--- src/rtl/reg_alu_pkg.sv ---
// reg_alu_pkg: shared definitions for the reg_alu sequencer and datapath.
// Holds the instruction class encodings, instruction field bit positions,
// the sequencer FSM state type, and the data/address width constants.
package reg_alu_pkg;

  localparam int unsigned DataWidth  = 16;
  localparam int unsigned AddrWidth  = 3;
  localparam int unsigned OpWidth    = 2;
  localparam int unsigned CountWidth = 8;

  // Instruction class, instr[15:14]
  typedef enum logic [1:0] {
    ClsNop   = 2'b00,
    ClsLoadi = 2'b01,
    ClsAlu   = 2'b10,
    ClsHalt  = 2'b11
  } instr_cls_e;

  // Field bit positions
  localparam int unsigned ClsMsb  = 15;
  localparam int unsigned ClsLsb  = 14;
  localparam int unsigned OpMsb   = 13;
  localparam int unsigned OpLsb   = 12;
  localparam int unsigned RaMsb   = 11;
  localparam int unsigned RaLsb   = 9;
  localparam int unsigned RbMsb   = 8;
  localparam int unsigned RbLsb   = 6;
  localparam int unsigned RdMsb   = 5;
  localparam int unsigned RdLsb   = 3;
  localparam int unsigned LdRdMsb = 2;
  localparam int unsigned LdRdLsb = 0;

  // Sequencer FSM states
  typedef enum logic [1:0] {
    StIdle   = 2'b00,
    StImm    = 2'b01,
    StIssue  = 2'b10,
    StHalted = 2'b11
  } state_e;

  function automatic instr_cls_e instr_cls(input logic [DataWidth-1:0] w);
    return instr_cls_e'(w[ClsMsb:ClsLsb]);
  endfunction

  function automatic logic [OpWidth-1:0] field_op(input logic [DataWidth-1:0] w);
    return w[OpMsb:OpLsb];
  endfunction

  function automatic logic [AddrWidth-1:0] field_ra(input logic [DataWidth-1:0] w);
    return w[RaMsb:RaLsb];
  endfunction

  function automatic logic [AddrWidth-1:0] field_rb(input logic [DataWidth-1:0] w);
    return w[RbMsb:RbLsb];
  endfunction

  function automatic logic [AddrWidth-1:0] field_rd(input logic [DataWidth-1:0] w);
    return w[RdMsb:RdLsb];
  endfunction

  function automatic logic [AddrWidth-1:0] field_ld_rd(input logic [DataWidth-1:0] w);
    return w[LdRdMsb:LdRdLsb];
  endfunction

endpackage

--- src/rtl/reg_alu_seq.sv ---
// reg_alu_seq: instruction sequencer driving a reg_alu register file / ALU.
// Accepts 16-bit words over a valid/ready handshake, decodes NOP / LOADI /
// ALU / HALT, and issues one register-file write per LOADI or ALU instruction.
//
// Ports:
//   clk, reset            sole clock, synchronous active-high reset
//   instr_valid/ready     word handshake; instr is the word
//   cout                  carry from the downstream ALU
//   sel, wr, op           write-data select, write strobe, ALU opcode
//   rd_addr_a/b, wr_addr  register-file addresses
//   d_in                  immediate write data
//   carry_flag            last captured ALU carry
//   halted                HALT retired
//   instr_count           retired-instruction counter (wraps)
//
// All outputs are registered. The write strobe and its address/data fields are
// loaded at the edge that ends the ISSUE cycle, so a word accepted at edge N
// produces wr high from edge N+1 to N+2, and a reset during ISSUE cancels it.
module reg_alu_seq
  import reg_alu_pkg::*;
(
  input  logic                  clk,
  input  logic                  reset,
  input  logic                  instr_valid,
  output logic                  instr_ready,
  input  logic [DataWidth-1:0]  instr,
  input  logic                  cout,
  output logic                  sel,
  output logic                  wr,
  output logic [OpWidth-1:0]    op,
  output logic [AddrWidth-1:0]  rd_addr_a,
  output logic [AddrWidth-1:0]  rd_addr_b,
  output logic [AddrWidth-1:0]  wr_addr,
  output logic [DataWidth-1:0]  d_in,
  output logic                  carry_flag,
  output logic                  halted,
  output logic [CountWidth-1:0] instr_count
);

  state_e r_state;
  state_e w_state_next;

  // Pending instruction captured at acceptance, retired at end of ISSUE
  logic                 r_pend_alu;
  logic [OpWidth-1:0]   r_pend_op;
  logic [AddrWidth-1:0] r_pend_ra;
  logic [AddrWidth-1:0] r_pend_rb;
  logic [AddrWidth-1:0] r_pend_rd;
  logic [DataWidth-1:0] r_pend_imm;

  // Output registers
  logic                  r_ready;
  logic                  r_sel;
  logic                  r_wr;
  logic [OpWidth-1:0]    r_op;
  logic [AddrWidth-1:0]  r_rd_addr_a;
  logic [AddrWidth-1:0]  r_rd_addr_b;
  logic [AddrWidth-1:0]  r_wr_addr;
  logic [DataWidth-1:0]  r_d_in;
  logic                  r_carry;
  logic                  r_halted;
  logic [CountWidth-1:0] r_count;

  logic       w_accept;
  instr_cls_e w_cls;
  logic       w_idle_accept;
  logic       w_issue;
  logic       w_count_inc;

  // r_ready mirrors the state (IDLE/IMM), so it doubles as the handshake gate
  assign w_accept      = instr_valid & r_ready;
  assign w_cls         = instr_cls(instr);
  assign w_idle_accept = w_accept & (r_state == StIdle);
  assign w_issue       = (r_state == StIssue);
  assign w_count_inc   = w_issue |
                         (w_idle_accept & ((w_cls == ClsNop) | (w_cls == ClsHalt)));

  // State register
  always_ff @(posedge clk) begin
    if (reset) begin
      r_state <= StIdle;
    end else begin
      r_state <= w_state_next;
    end
  end

  // Next-state logic
  always_comb begin
    w_state_next = r_state;
    unique case (r_state)
      StIdle: begin
        if (w_accept) begin
          unique case (w_cls)
            ClsNop:   w_state_next = StIdle;
            ClsLoadi: w_state_next = StImm;
            ClsAlu:   w_state_next = StIssue;
            ClsHalt:  w_state_next = StHalted;
          endcase
        end
      end
      // The word after LOADI is always data, whatever its class bits say
      StImm:    if (w_accept) w_state_next = StIssue;
      StIssue:  w_state_next = StIdle;
      StHalted: w_state_next = StHalted;
      default:  w_state_next = StIdle;
    endcase
  end

  // Pending-instruction capture
  always_ff @(posedge clk) begin
    if (reset) begin
      r_pend_alu <= 1'b0;
      r_pend_op  <= '0;
      r_pend_ra  <= '0;
      r_pend_rb  <= '0;
      r_pend_rd  <= '0;
      r_pend_imm <= '0;
    end else if (w_accept) begin
      if (r_state == StImm) begin
        r_pend_imm <= instr;
      end else if (w_cls == ClsAlu) begin
        r_pend_alu <= 1'b1;
        r_pend_op  <= field_op(instr);
        r_pend_ra  <= field_ra(instr);
        r_pend_rb  <= field_rb(instr);
        r_pend_rd  <= field_rd(instr);
      end else if (w_cls == ClsLoadi) begin
        r_pend_alu <= 1'b0;
        r_pend_rd  <= field_ld_rd(instr);
      end
    end
  end

  // Registered outputs
  always_ff @(posedge clk) begin
    if (reset) begin
      r_ready     <= 1'b1;
      r_sel       <= 1'b0;
      r_wr        <= 1'b0;
      r_op        <= '0;
      r_rd_addr_a <= '0;
      r_rd_addr_b <= '0;
      r_wr_addr   <= '0;
      r_d_in      <= '0;
      r_carry     <= 1'b0;
      r_halted    <= 1'b0;
      r_count     <= '0;
    end else begin
      r_ready  <= (w_state_next == StIdle) | (w_state_next == StImm);
      r_halted <= (w_state_next == StHalted);
      r_wr     <= w_issue;
      if (w_issue) begin
        r_wr_addr <= r_pend_rd;
        if (r_pend_alu) begin
          r_sel       <= 1'b1;
          r_op        <= r_pend_op;
          r_rd_addr_a <= r_pend_ra;
          r_rd_addr_b <= r_pend_rb;
          r_carry     <= cout;
        end else begin
          r_sel  <= 1'b0;
          r_d_in <= r_pend_imm;
        end
      end
      if (w_count_inc) begin
        r_count <= r_count + 8'd1;
      end
    end
  end

  assign instr_ready = r_ready;
  assign sel         = r_sel;
  assign wr          = r_wr;
  assign op          = r_op;
  assign rd_addr_a   = r_rd_addr_a;
  assign rd_addr_b   = r_rd_addr_b;
  assign wr_addr     = r_wr_addr;
  assign d_in        = r_d_in;
  assign carry_flag  = r_carry;
  assign halted      = r_halted;
  assign instr_count = r_count;

endmodule

--- config.mk ---
export PLATFORM = sky130hd
export DESIGN_NAME = reg_alu_seq
export DESIGN_NICKNAME = d
export VERILOG_FILES = /design/src/rtl/reg_alu_pkg.sv /design/src/rtl/reg_alu_seq.sv
export SDC_FILE = /design/constraint.sdc
export NUM_CORES = 1
export LEC_CHECK = 0
export CORE_ASPECT_RATIO = 0.7
export CORE_MARGIN = 2
export CORE_UTILIZATION = 49
export DETAILED_ROUTE_END_ITERATION = 10
export MAX_ROUTING_LAYER = met4
export PLACE_DENSITY = 0.78
export SYNTH_ARGS = -nofsm -noshare
export SYNTH_HDL_FRONTEND = slang
export SYNTH_SLANG_ARGS = --single-unit
export TNS_END_PERCENT = 30
--- constraint.sdc ---
create_clock -name clk -period 2.1 [get_ports clk]
set_input_delay 0.42 -clock clk [delete_from_list [all_inputs] [get_ports clk]]
set_output_delay 0.42 -clock clk [all_outputs]
set_load 0.05 [all_outputs]
Yosys cells after proc, flatten, opt, wreduce, memory -nomap -nowiden
Index checks and enable logic that the tools add are counted.

Add/subtract/negate cells: 1. Equal/unequal tests: 8. Mux-type cells: 9. Bitwise gates (word level): 8. Reductions and logical operators: 9.

Operators by type and width (count): case mux 2 bit (4 select lines) (2); equality test 2 bit (second input constant) (5); adder 8 x 1 -> 8 bit (second input constant) (1); equality test 2 x 1 -> 1 bit (second input constant) (3); logical NOT 2 bit (3); two-way mux 3 bit (2); AND reduction 2 bit (3); AND reduction 3 bit (2); two-way mux 2 bit (2); AND 1 bit (3); two-way mux 1 bit (3); bitwise OR 1 bit (3); inverter 1 bit (2); nonzero test 2 bit (1).

Bits in registers: 70. Output and inout port bits: 40. Logic and storage cells: 53.

Logic depth before layout (Yosys ltp)
Word-level depth: 6. Depth in mapped cells: 7.

Worst setup path before layout
No wires, ideal clock.

Path type: input port to flip-flop. Start point: in instr[14]. End point: reg r_count[7] (netlist: instr_count[7]). Arrival time: 1.815 ns. Data required time: 2.030 ns. Slack: 0.216 ns. Cell stages on the path: 6. Cells stage by stage: inv_1 ha_1 and4bb_2 o211ai_4 or4_1 a21oi_1.

Cells in the longest elaborated chain, start to end: 4. Elaborated cells on any way between the ends: 5. Classes of those cells: eq/ne (1); bitwise (3); reduce/logical (1).

Ends and longest elaborated chain: start, declared (RTL line reg_alu_seq.sv:26) `input logic [DataWidth-1:0] instr,`; equality test 2 bit / logical NOT 2 bit (equally long branches) (RTL line reg_alu_seq.sv:76) `(w_idle_accept & ((w_cls == ClsNop) | (w_cls == ClsHalt)));`; bitwise OR 1 bit * (RTL line reg_alu_seq.sv:76); AND 1 bit * (RTL line reg_alu_seq.sv:76); bitwise OR 1 bit * (RTL line reg_alu_seq.sv:75) `assign w_count_inc = w_issue |`; end signal, assigned (RTL line reg_alu_seq.sv:166) `r_count <= r_count + 8'd1;`; end, declared (RTL line reg_alu_seq.sv:62) `logic [CountWidth-1:0] r_count;`.

Mark *: on every way between the ends. The rest lies on a longest branch, timed or not. A chain may end at the register's enable or synchronous reset.

Final worst setup path
Same ends and word-level chain as after synthesis.

==> impl_metrics.json <==
{
  "drv_slew": 0,
  "cts.clk_slew.worst_paths_ps": 70,
  "power.density_nw_per_um2": 732,
  "syn_avg_cell_area_um2": 8.48,
  "post_drt_wl_per_cell_um": 12.9,
  "multi_input_area_um2": 1150,
  "die_y_um": 65.7,
  "cp-start-kind": "input port",
  "critPathMaxStageDelay_ps": 530,
  "fin_skew_ps": 10.8,
  "drive_gt1_frac": 0.0919,
  "crit_arrival_ps": 2380,
  "ys_warn_count": 0,
  "syn_inst": 314,
  "gp_congestion": 0.858,
  "relSlewSlack": 0.588,
  "num_rows": 22,
  "setup_viol": 1,
  "rsz0062_at_grt": "yes",
  "fin_crit_sh": 1.00,
  "crit_chain": "clkdlybuf4s50_1, inv_1, ha_1, and4bb_2, o211ai_4, or4_4, a21oi_2",
  "drcViolationCount": 0,
  "io_buffers": 59,
  "synthesis.nets": 339,
  "irDropWorstVdd_mv": 0.400,
  "r2r_setup_slack_ps": 340,
  "critPathCaptureType": "flop",
  "violations": "setup timing",
  "min_to": "d_in[12]",
  "synth_area_leader_cell": "dfxtp_1",
  "synth-edff-count": 0,
  "dr.first_iter.drc_count": 123,
  "cts-root-buf": "clkbuf_8",
  "path_buf_inv": 2,
  "cts_sinks": 70,
  "synth.top_cell.area_share": 0.527,
  "ff2ff_path_depth": 4,
  "hold_ws_ps": 453,
  "start_util": 0.509,
  "first_global_vias": 2176,
  "rr_startpoint": "r_state[1]",
  "min_period_ps": 2110,
  "crit_path_top_delay_cell": "or4_4",
  "max_cap_violations": 0,
  "fin_ws_ps": -9.39,
  "ys_top_cells_by_area": "dfxtp_1, nand2_1, a21oi_1",
  "numCtsBuffers": 9,
  "place_worst_setup_slack_ps": -310,
  "hold-path-cell-count": 2,
  "synth_top_cells_by_count": "nand2_1, dfxtp_1, a21oi_1, nor2_1, mux2i_1",
  "cp_max_fo": 4,
  "power_mw": 2.57,
  "antenna_cells": 0,
  "gr-total-overflow": 0,
  "clockBufferDepth": 2,
  "finalHoldViolations": 0,
  "nets": 401,
  "critical_path_class": "input port to flop",
  "seqCellArea_um2": 1400,
  "routed_via_density": 5.07,
  "synth_ff_type": "dfxtp_1",
  "synth_area_um2": 2660,
  "synth_most_common_cell": "nand2_1",
  "routed_wl_mm": 5.86,
  "ys_seq_elements": 70,
  "grt_util_all_layers": 0.220,
  "hold_class": "flop to flop",
  "p_leak_nw": 1.25,
  "synth_cell_types": 31,
  "area_delta_synth_final_pct": 32.1,
  "htree_num_levels": 3,
  "vias": 2295,
  "critical_path_required_ps": 2370,
  "n_fill_cell": 463,
  "first_pass_iters": 4,
  "synthArstFlopShare": 0,
  "clk_latency_ps": 340,
  "cts_setup_buffers": 0,
  "core_area_um2": 5230,
  "die_area_um2": 6050,
  "regToRegEndpoint": "instr_count[7]",
  "antenna_found_initial": 0,
  "tightest_slew_ps": 618,
  "cts_tree": "built",
  "status": "finished with violations",
  "die_w_um": 92.1,
  "grt_pass1_wl_mm": 10.0,
  "io_pins": 60,
  "yosysSeqAreaShare": 0.527,
  "grt_max_degree": 51,
  "ant_nets": 0,
  "min-delay-start": "d_in[12]",
  "dp_hpwl_mm": 4.09,
  "max_freq_ghz": 0.474,
  "crit_family": "simple AND/OR/NAND/NOR gates"
}
how the worst max path moves through the flow:
stage / startpoint / end / slack (ps) / depth (start not counted)
2_1_floorplan: instr[14] / instr_count[7] / 220 / 6
3_3_place_gp: instr[14] / instr_count[7] / -300 / 7
3_5_place_dp: instr[15] / instr_count[7] / -310 / 7
4_1_cts: instr_count[3] / instr_count[3] / 30 / 1
5_1_grt: instr[14] / instr_count[7] / -30 / 7
6_report: instr[14] / instr_count[7] / -9 / 7
placed cells by master (no fill, tap or decap), types with 3 or more instances in the layout:
master	n
a21oi_1	51
clkinv_2	3
a211oi_1	3
clkdlybuf4s50_1	57
clkbuf_8	10
nand2b_1	3
dfxtp_1	70
inv_1	4
buf_4	11
nand3_1	12
o21ai_0	6
nor2_1	23
ha_1	5
mux2i_1	13
nand2_1	84
metal layers:
metal  up-vias  GRT usage  wire (um)  share of wire
li1       1159          -          -              -
met1      1069      0.281       2770           0.47
met2        63      0.325       2680           0.46
met3         4     0.0849        373          0.064
met4         0     0.0690         40         0.0068
met5         -          -          0              0
state kept, by name (all words and copies together) (netlist names), 2 cells and up:
| signal | count |
|---|---|
| r_pend_rb | 3 |
| wr_addr | 3 |
| r_pend_op | 2 |
| r_pend_imm | 16 |
| r_pend_rd | 3 |
| rd_addr_a | 3 |
| rd_addr_b | 3 |
| op | 2 |
| r_pend_ra | 3 |
| r_state | 2 |
| instr_count | 8 |
| d_in | 16 |
metrics by stage:
stage               cells  setup TNS, ps   util  area [um^2]
floorplan             314              0      -         2660
global placement      437          -1440  0.638         3340
detailed placement    437          -1690  0.638         3340
CTS                   453              0  0.670         3500
global route          453          -44.2  0.672         3510
finish                453          -9.39  0.672         3510
worst register-to-register path, cell delays in order, from the launching register on:
cell,delay [ps]
dfxtp_1,430
and2b_2,440
o211ai_4,140
or4_4,530
a21oi_2,150
area by class of cell:
type	instances	area share
Clock buffer	12	0.0413
Multi-Input combinational cell	220	0.327
Timing Repair Buffer	71	0.197
Clock inverter	4	0.00641
Inverter	4	0.00427
Tap cell	72	0.0256
Sequential cell	70	0.399
power breakdown:
| part | switching [mW] | total (mW) | internal [mW] |
|---|---|---|---|
| logic | 0.158 | 0.268 | 0.109 |
| clock network | 0.471 | 0.926 | 0.455 |
| registers | 0.0218 | 1.38 | 1.36 |
| total | 0.651 | 2.57 | 1.92 |
timing repair:
action / in CTS / in global routing
hold buffers: 0 / 0
setup endpoints to repair: 0 / 3
endpoints found under the hold margin: 0 / 0
resized for setup: 0 / 3
logic make-up (layout without fill, tap and decap cells):
kind of cell / after synthesis / in the layout / share of synthesized area
muxes: 14 / 14 / 0.0531
xor gates and xnor gates: 2 / 2 / 0.00658
adders and majority gates: 5 / 5 / 0.0235
and+or+nand+nor: 135 / 135 / 0.215
buffers and inverters: 24 / 91 / 0.0442
AOI/OAI and AO/OA: 64 / 64 / 0.131
DFF: 70 / 70 / 0.527
(Power assumes the default switching activity.)
